File: src/rtl/seg7_pkg.sv
// Shared definitions for the seven-segment animator: segment bit positions,
// animation modes and row selection codes.
package seg7_pkg;

    localparam int SEG_A  = 0;
    localparam int SEG_B  = 1;
    localparam int SEG_C  = 2;
    localparam int SEG_D  = 3;
    localparam int SEG_E  = 4;
    localparam int SEG_F  = 5;
    localparam int SEG_G  = 6;
    localparam int SEG_DP = 7;

    typedef enum logic [1:0] {
        MODE_CIRCLE = 2'd0,
        MODE_WALK   = 2'd1,
        MODE_BOUNCE = 2'd2
    } mode_e;

    typedef enum logic [1:0] {
        ROW_A     = 2'd0,
        ROW_G     = 2'd1,
        ROW_D     = 2'd2,
        ROW_A_ALT = 2'd3
    } row_e;

    // Segment used by the walk/bounce modes for a given row code.
    function automatic int row_segment(input logic [1:0] row);
        case (row)
            ROW_G:   row_segment = SEG_G;
            ROW_D:   row_segment = SEG_D;
            default: row_segment = SEG_A;
        endcase
    endfunction

endpackage

File: src/rtl/seg7_frame_decode.sv
// Combinational map from the animation state to an active-high segment frame
// covering every digit; the head and its trailing tail are lit.
module seg7_frame_decode
    import seg7_pkg::*;
#(
    parameter int NUM_OF_DISPLAYS = 6,
    parameter int POS_W           = 4
) (
    input  mode_e                            mode,
    input  logic [1:0]                       row,
    input  logic [POS_W-1:0]                 pos,
    input  logic [1:0]                       tail_len,
    input  logic                             direction,
    output logic [NUM_OF_DISPLAYS-1:0][7:0]  frame
);

    localparam int N        = NUM_OF_DISPLAYS;
    localparam int P_CIRCLE = 2 * N + 4;

    logic [N*8-1:0] flat;
    int             n_lit;
    int             lit_pos;
    int             digit;
    int             seg;

    // The tail trails opposite to the direction of motion, wrapping around
    // the active track; bounce mode never shows a tail.
    always_comb begin
        flat    = '0;
        n_lit   = (mode == MODE_BOUNCE) ? 1 : int'(tail_len) + 1;
        lit_pos = 0;
        digit   = 0;
        seg     = SEG_A;
        for (int t = 0; t < 4; t++) begin
            if (t < n_lit) begin
                lit_pos = direction ? int'(pos) - t : int'(pos) + t;
                if (mode == MODE_CIRCLE) begin
                    lit_pos = (lit_pos + 4 * P_CIRCLE) % P_CIRCLE;
                    if (lit_pos < N) begin
                        digit = lit_pos;
                        seg   = SEG_A;
                    end else if (lit_pos == N) begin
                        digit = N - 1;
                        seg   = SEG_B;
                    end else if (lit_pos == N + 1) begin
                        digit = N - 1;
                        seg   = SEG_C;
                    end else if (lit_pos <= 2 * N + 1) begin
                        digit = 2 * N + 1 - lit_pos;
                        seg   = SEG_D;
                    end else if (lit_pos == 2 * N + 2) begin
                        digit = 0;
                        seg   = SEG_E;
                    end else begin
                        digit = 0;
                        seg   = SEG_F;
                    end
                end else begin
                    lit_pos = (lit_pos + 4 * N) % N;
                    digit   = lit_pos;
                    seg     = row_segment(row);
                end
                flat = flat | ((N*8)'(1) << (digit * 8 + seg));
            end
        end
    end

    assign frame = flat;

endmodule

File: src/rtl/seg7_animator.sv
// Segment animator for a row of seven-segment digits: tracks the head
// position and mode, and registers the polarity-corrected frame to the pins.
module seg7_animator
    import seg7_pkg::*;
#(
    parameter int NUM_OF_DISPLAYS = 6,
    parameter bit SEG_ACTIVE      = 1'b1
) (
    input  logic                            clk_i,
    input  logic                            rst_i,
    input  logic                            overflow_i,
    input  logic                            enable_i,
    input  logic [1:0]                      mode_i,
    input  logic [1:0]                      row_i,
    input  logic                            direction_i,
    input  logic [1:0]                      tail_len_i,
    output logic [NUM_OF_DISPLAYS-1:0][7:0] seg7_o
);

    localparam int N        = NUM_OF_DISPLAYS;
    localparam int P_CIRCLE = 2 * N + 4;
    localparam int POS_W    = $clog2(P_CIRCLE);

    logic [POS_W-1:0]       pos;
    logic [POS_W-1:0]       pos_next;
    logic [POS_W-1:0]       last_pos;
    logic                   bdir;
    logic                   bdir_next;
    logic [1:0]             mode_q;
    logic                   primed;
    mode_e                  mode_eff;
    logic [N-1:0][7:0]      frame;

    always_comb begin
        case (mode_q)
            2'd1:    mode_eff = MODE_WALK;
            2'd2:    mode_eff = MODE_BOUNCE;
            default: mode_eff = MODE_CIRCLE;
        endcase
    end

    // Step logic: circle and walk wrap modulo their track length, bounce
    // reverses at either end and steps away on the same tick.
    always_comb begin
        pos_next  = pos;
        bdir_next = bdir;
        last_pos  = (mode_eff == MODE_CIRCLE) ? POS_W'(P_CIRCLE - 1) : POS_W'(N - 1);
        if (overflow_i && enable_i) begin
            if (mode_eff == MODE_BOUNCE) begin
                if (bdir) begin
                    if (pos == last_pos) begin
                        bdir_next = 1'b0;
                        pos_next  = pos - POS_W'(1);
                    end else begin
                        pos_next  = pos + POS_W'(1);
                    end
                end else begin
                    if (pos == '0) begin
                        bdir_next = 1'b1;
                        pos_next  = pos + POS_W'(1);
                    end else begin
                        pos_next  = pos - POS_W'(1);
                    end
                end
            end else if (direction_i) begin
                pos_next = (pos == last_pos) ? '0 : pos + POS_W'(1);
            end else begin
                pos_next = (pos == '0) ? last_pos : pos - POS_W'(1);
            end
        end
    end

    seg7_frame_decode #(
        .NUM_OF_DISPLAYS (N),
        .POS_W           (POS_W)
    ) u_decode (
        .mode      (mode_eff),
        .row       (row_i),
        .pos       (pos),
        .tail_len  (tail_len_i),
        .direction (direction_i),
        .frame     (frame)
    );

    // A mode switch restarts the animation and overrides any coincident tick.
    // The output stays blank for one extra edge after reset.
    always_ff @(posedge clk_i or posedge rst_i) begin
        if (rst_i) begin
            pos    <= '0;
            bdir   <= 1'b1;
            mode_q <= 2'd0;
            primed <= 1'b0;
            seg7_o <= SEG_ACTIVE ? '0 : '1;
        end else begin
            primed <= 1'b1;
            if (mode_i != mode_q) begin
                mode_q <= mode_i;
                pos    <= '0;
                bdir   <= direction_i;
            end else begin
                pos    <= pos_next;
                bdir   <= bdir_next;
            end
            if (primed) begin
                seg7_o <= SEG_ACTIVE ? frame : ~frame;
            end
        end
    end

endmodule

File: config.mk
export PLATFORM = sky130hd
export DESIGN_NAME = seg7_animator
export DESIGN_NICKNAME = d
export VERILOG_FILES = /design/src/rtl/seg7_pkg.sv /design/src/rtl/seg7_frame_decode.sv /design/src/rtl/seg7_animator.sv
export SDC_FILE = /design/constraint.sdc
export NUM_CORES = 1
export LEC_CHECK = 0
export ABC_AREA = 1
export ABC_CLOCK_PERIOD_IN_PS = 10350
export CORE_ASPECT_RATIO = 1.25
export CORE_MARGIN = 3
export CORE_UTILIZATION = 35
export DETAILED_ROUTE_END_ITERATION = 16
export GPL_TIMING_DRIVEN = 1
export PLACE_DENSITY_LB_ADDON = 0.3
export SYNTH_ARGS = -nofsm -noshare
export SYNTH_HDL_FRONTEND = slang
export SYNTH_SLANG_ARGS = --single-unit
File: constraint.sdc
create_clock -name clk_i -period 10.35 [get_ports clk_i]
set_input_delay 2.07 -clock clk_i [delete_from_list [all_inputs] [get_ports clk_i]]
set_output_delay 2.07 -clock clk_i [all_outputs]
set_load 0.01 [all_outputs]
Word level (Yosys, flattened, before mapping). Index checks and enable logic that the tools add are counted.

Output and inout bits: 48. Bits in registers: 56. Input port bits: 11.

Shift-type cells: 4. Muxes and demuxes: 78. Eq/ne operators: 19. Add/sub/neg operators: 25. Reductions and logical operators: 10. Order comparisons: 12. Bitwise operators: 7. Div/mod/pow operators: 4.

Operators by type and width (number): 2-to-1 mux 32 bit (28); 2-to-1 mux 29 bit (24); 2-to-1 mux 48 bit (4); << shifter 1 x 32 -> 48 bit, first input constant (4); bitwise OR 48 bit (3); adder 32 bit (4); modulo 32 x 4 -> 32 bit, second input constant (4); adder 32 x 6 -> 32 bit, second input constant (3); adder 32 x 8 -> 32 bit, second input constant (3); less-than comparator 3 x 32 -> 1 bit, first input constant (2); equality test 5 x 4 -> 1 bit, second input constant (8); 2-to-1 mux 4 bit (10); less-than comparator 1 x 32 -> 1 bit, first input constant (1); less-than comparator 2 x 32 -> 1 bit, first input constant (1); subtractor 5 x 5 -> 6 bit, first input constant (4); equality test 5 bit, second input constant (4); less-or-equal comparator 5 bit, second input constant (4); less-than comparator 5 x 4 -> 1 bit, second input constant (4); OR reduction 4 bit (4); adder 4 x 2 -> 5 bit, second input constant (2); 2-to-1 mux 1 bit (10); subtractor 4 x 2 -> 5 bit, second input constant (2); adder 4 x 1 -> 4 bit, second input constant (2); adder 4 x 5 -> 6 bit, second input constant (1); 17 further kinds (23).

Longest topological paths before layout.
Depth in word-level cells: 21. Gate-level depth with buffers: 99.

Hierarchy. A second synthesis with hierarchy kept.

Cell total of the unflattened synthesis: 1659. Area total of the unflattened synthesis: 10309.9 µm².

Modules (own cells, without submodules): seg7_frame_decode (times used 1, area each 7868.8 µm², cells each 1454); seg7_animator (times used 1, area each 2441.1 µm², cells each 205).

Worst setup path before layout. No wires, ideal clock.

Path type: input -> register. Start: in direction_i. End: reg seg7_o[0] (netlist bit). Setup slack: -0.520 ns. Arrival time: 10.792 ns. Setup time: 0.077 ns. Cell stages on the path: 77. Path buffers: 2. Cells stage by stage: clkbuf_1 -> clkinv_1 -> nor3_1 -> a31oi_1 -> ha_1 -> ha_1 -> inv_2 -> nand2_1 -> nor2_1 -> nand2_1 -> nor2_1 -> ha_1 -> inv_1 -> nand2_1 -> nand2_1 -> nand3_1 -> nand4_1 -> nand2_1 -> (+41 left out) -> a21oi_1 -> nor2_1 -> o21ai_2 -> nand3_2 -> nand2_1 -> nand2_2 -> nand3_2 -> nand3_2 -> nand2_1 -> nand2_1 -> inv_1 -> ha_1 -> nor2_1 -> nor2_1 -> a32oi_2 -> buf_1 -> nand3_1 -> a21oi_1.

Longest elaborated chain between the ends: 20.

RTL lines: start, declared (line seg7_animator.sv:15) `input logic direction_i,`; branches (longest 19 deep; another with adder 32 x 6 -> 32 bit); 2-to-1 mux 48 bit * (line seg7_frame_decode.sv:35) `if (t < n_lit) begin`; end signal, assigned (line seg7_animator.sv:93) `seg7_o <= SEG_ACTIVE ? '0 : '1;`; end signal, assigned (line seg7_animator.sv:105) `seg7_o <= SEG_ACTIVE ? frame : ~frame;`; end, declared (line seg7_animator.sv:17) `output logic [NUM_OF_DISPLAYS-1:0][7:0] seg7_o`.

Mark *: on every way between the ends. The select of a mux whose other input is x is not followed. A chain may end at the register's enable or synchronous reset.

Final worst setup path.
Start: in direction_i. End: reg seg7_o[17] (netlist bit).

Same word-level chain as after synthesis.

==> impl_metrics.py <==
metrics = {
    "sta": {
        "clock_skew_ns": 0.0134,
        "timing.fmax_mhz": 88.2,
        "slew_headroom": 0.408,
        "tns_ns": -43.59,
        "worst_slew_pin_slew_ns": 0.885,
        "fin_crit_ns": 11.33,
        "setup_ws_ns": -0.984,
        "timing.final.max_slew_violations": 0,
        "post-route-period-util": 1.10,
        "whs_ns": 0.485,
        "final_hold_viol_count": 0,
        "rsz0062_at_grt": "yes",
        "setup_viol": 48,
    },
    "grt": {
        "grt_pass1_wl_um": 60200,
        "grt_antenna_before_repair": 0,
        "grt_max_degree": 76,
        "grt-ovfl-total": 0,
        "track_usage": 0.221,
        "grt_pass1_vias": 12600,
    },
    "final_layout": {
        "syn2layout_area_growth_pct": 36.0,
        "post-route-util": 0.487,
        "final_area_sq_um": 14400,
        "nNetsFinal": 2118,
        "fillers": 2991,
        "instances_no_fill": 2426,
        "layout-drive-gt1-share": 0.272,
        "diodes": 0,
    },
    "cts": {
        "clk_latency_ns": 0.32,
        "htreeDepth": 2,
        "cts_max_path_buffers": 2,
        "cts_buffers": 5,
        "clock_sinks": 56,
        "ctsHoldBuffers": 0,
        "cts_tree": "done",
        "clk_pin_slew_ns": 0.08,
        "cts_root_buf": "clkbuf_16",
    },
    "place": {
        "hpwl_um": 27500,
        "preCtsSetupSlack_ns": -1.40,
        "gp_congestion": 0.944,
        "place_area_sq_um": 12500,
        "dp_cells": 2349,
        "io_buffer_count": 58,
    },
    "yosys": {
        "synth-xor-area-share": 0.0222,
        "postSynth.asyncResetShare": 1.00,
        "yosysUniqueCellTypes": 60,
        "syn_area_per_cell_sq_um": 5.78,
        "dominantRegCellSynth": "dfrtp_1",
        "yosys_warnings": 0,
        "synthSimpleGateAreaFrac": 0.434,
        "synthAdderAreaFrac": 0.0923,
        "synthMuxAreaShare": 0.000947,
        "synth_edf_count": 0,
        "synth_top_family_by_area": "simple AND/OR/NAND/NOR gates",
        "netlist_area_sq_um": 10600,
        "synth_compound_area_frac": 0.176,
        "ys_seq_area_frac": 0.133,
        "syn_inst": 1829,
        "syn_nets": 1918,
        "ys_seq_elements": 56,
    },
    "setup_path": {
        "critPathKind": "in -> reg",
        "r2r_end": "seg7_o[17]",
        "critical_path.endpoint": "seg7_o[17]",
        "worstPathArrival_ns": 11.57,
        "cp_slowest_stage_delay_ns": 0.27,
        "crit_path_end_kind": "flop",
        "path_common_cell": "buf_4",
        "start_kind": "primary input",
        "cp_slowest_cell": "ha_4",
        "worst-r2r-cell-count": 78,
        "crit_path_max_fanout": 5,
        "ff2ff_setup_slack_ns": -0.35,
        "crit_path_start": "direction_i",
        "reg2reg_from": "pos[1]",
        "required_ns": 10.58,
    },
    "floorplan": {
        "io_pins": 59,
        "core_area_sq_um": 29500,
        "start_util": 0.358,
        "die_w_um": 161,
        "die_area_sq_um": 32300,
        "die_y_um": 200,
        "row_count": 70,
    },
    "run_status": {
        "violations": "negative setup slack",
        "status": "complete, but fails checks",
    },
    "pwr": {
        "switchingPower_mw": 3.22,
        "total_leakage_power_nw": 6.94,
        "powerDensity_nw_per_um2": 390,
        "p_int_mw": 2.39,
        "combPwrFrac": 0.919,
        "p_sw_frac": 0.574,
        "sequentialPowerShare": 0.047,
        "p_clk_frac": 0.034,
        "vdd_drop_max_uv": 266,
        "finalPower_mw": 5.61,
    },
    "route": {
        "wl_per_cell_um": 15.9,
        "drtPass1Iterations": 5,
        "wirelength_um": 38600,
        "drc": 0,
        "viasPerCell": 5.41,
        "first_iter_violations": 979,
        "ant_nets": 0,
        "num_vias": 13100,
    },
    "worst_hold_path": {
        "hp-class": "reg -> reg",
    },
    "run": {
        "drv_cap": 0,
    },
}
==> registers in the layout, summed over array words and instances, names as in the netlist <==
name / count
pos: 4
primed: 1
bdir: 1
seg7_o: 48
mode_q: 2
==> kinds of logic (layout without fill, tap and decap cells) <==
family,count (synthesis),count (layout)
AND/OR/NAND/NOR,1003,1003
other,2,2
multiplexers,1,1
XOR/XNOR,26,26
adder cells (fa/ha/maj),78,78
AO/OA/AOI/OAI,286,286
buffers and inverters,377,578
flip-flops,56,56
==> critical path: cells and delay by family <==
| family | cells | cell delay [ns] |
|---|---|---|
| AO/OA/AOI/OAI | 10 | 1.56 |
| XOR/XNOR | 1 | 0.18 |
| buffers and inverters | 37 | 4.39 |
| adder cells (fa/ha/maj) | 4 | 0.95 |
| AND/OR/NAND/NOR | 24 | 2.37 |
==> worst min path at each step <==
stage,startpoint,to,slack [ns],cells past startpoint
final,seg7_o[24],seg7_o[24],0.49,2
after global routing,seg7_o[24],seg7_o[24],0.52,2
after CTS,seg7_o[24],seg7_o[24],0.50,2
after detailed placement,seg7_o[24],seg7_o[24],0.47,2
after global placement,seg7_o[24],seg7_o[24],0.48,2
after floorplan,bdir,bdir,0.51,2
==> routing by layer <==
layer	wire length, um	vias up	GRT usage
met1	14900	6091	0.251
met5	0	-	0
met2	19900	433	0.405
li1	-	6463	-
met3	1580	131	0.0201
met4	2180	0	0.115
==> synthesized netlist by cell type (3+ instances only) <==
library cell	number	share of area
a21oi_1	72	0.034
a221o_1	20	0.019
a31oi_1	25	0.015
buf_2	12	0.0057
buf_4	11	0.0078
buf_6	3	0.0032
clkbuf_1	44	0.016
clkinv_1	7	0.0025
dfrtp_1	55	0.13
ha_1	78	0.092
inv_1	283	0.10
inv_2	15	0.0053
nand2_1	412	0.15
nand2_2	28	0.017
nand3_1	179	0.085
nand3_2	23	0.022
nand4_1	82	0.049
nor2_1	216	0.077
nor2_2	11	0.0065
nor2_4	4	0.0043
nor3_1	28	0.013
nor4_1	5	0.0030
o2111ai_1	3	0.0025
o211ai_1	19	0.013
o21ai_0	52	0.025
o21ai_1	34	0.016
o21ai_2	13	0.011
o21bai_2	6	0.0064
o221ai_1	5	0.0041
o22ai_1	4	0.0024
o311ai_0	15	0.012
o31ai_1	3	0.0021
or2_2	8	0.0047
xnor2_1	5	0.0041
xor2_1	20	0.017
==> power by group through the flow <==
stage | combinational (mW) | clock [mW] | sequential [mW]
finish | 5.16 | 0.193 | 0.264
floorplan | 2.85 | 0 | 0.272
detailed placement | 4.14 | 0 | 0.267
CTS | 4.55 | 0.196 | 0.264
global placement | 4.05 | 0 | 0.268
global route | 5.69 | 0.204 | 0.268
==> final cells by class <==
| type | instances | area (sq um) | share of cell area |
|---|---|---|---|
| tap | 396 | 495 | 0.0344 |
| clock inverter | 3 | 28.8 | 0.00200 |
| sequential | 56 | 1400 | 0.0976 |
| timing repair buffer | 264 | 2330 | 0.162 |
| inverter | 306 | 1160 | 0.0809 |
| clock buffer | 5 | 125 | 0.00870 |
| multi-input combinational | 1396 | 8840 | 0.614 |
==> cells in the final DEF, fill, tap and decap left out, drive strengths merged, types with 2 or more instances in the layout <==
| cell type | Yosys | routed |
|---|---|---|
| a21boi | 2 | 2 |
| a21oi | 74 | 74 |
| a221o | 20 | 20 |
| a31oi | 25 | 25 |
| a32oi | 2 | 2 |
| buf | 27 | 206 |
| clkbuf | 44 | 5 |
| clkdlybuf4s50 | 0 | 57 |
| clkinv | 7 | 6 |
| conb | 2 | 2 |
| dfrtp | 55 | 55 |
| ha | 78 | 78 |
| inv | 299 | 303 |
| nand2 | 441 | 441 |
| nand3 | 203 | 203 |
| nand4 | 83 | 83 |
| nor2 | 231 | 231 |
| nor3 | 29 | 29 |
| nor4 | 5 | 5 |
| o2111ai | 3 | 3 |
| o211ai | 19 | 19 |
| o21ai | 99 | 99 |
| o21bai | 7 | 7 |
| o221ai | 5 | 5 |
| o22ai | 5 | 5 |
| o311ai | 15 | 15 |
| o31ai | 3 | 3 |
| o32ai | 2 | 2 |
| or2 | 9 | 9 |
| xnor2 | 6 | 6 |
| xor2 | 20 | 20 |
==> what timing repair did <==
| action | 4_1_cts | 5_1_grt |
|---|---|---|
| gates cloned | 1 | 0 |
| endpoints found under the setup margin | 48 | 48 |
| pin swaps | 114 | 122 |
| hold endpoints to repair | 0 | 0 |
| resized for setup | 119 | 185 |
| buffers inserted | 59 | 10 |
No activity file was read; power rests on OpenSTA's default activity.
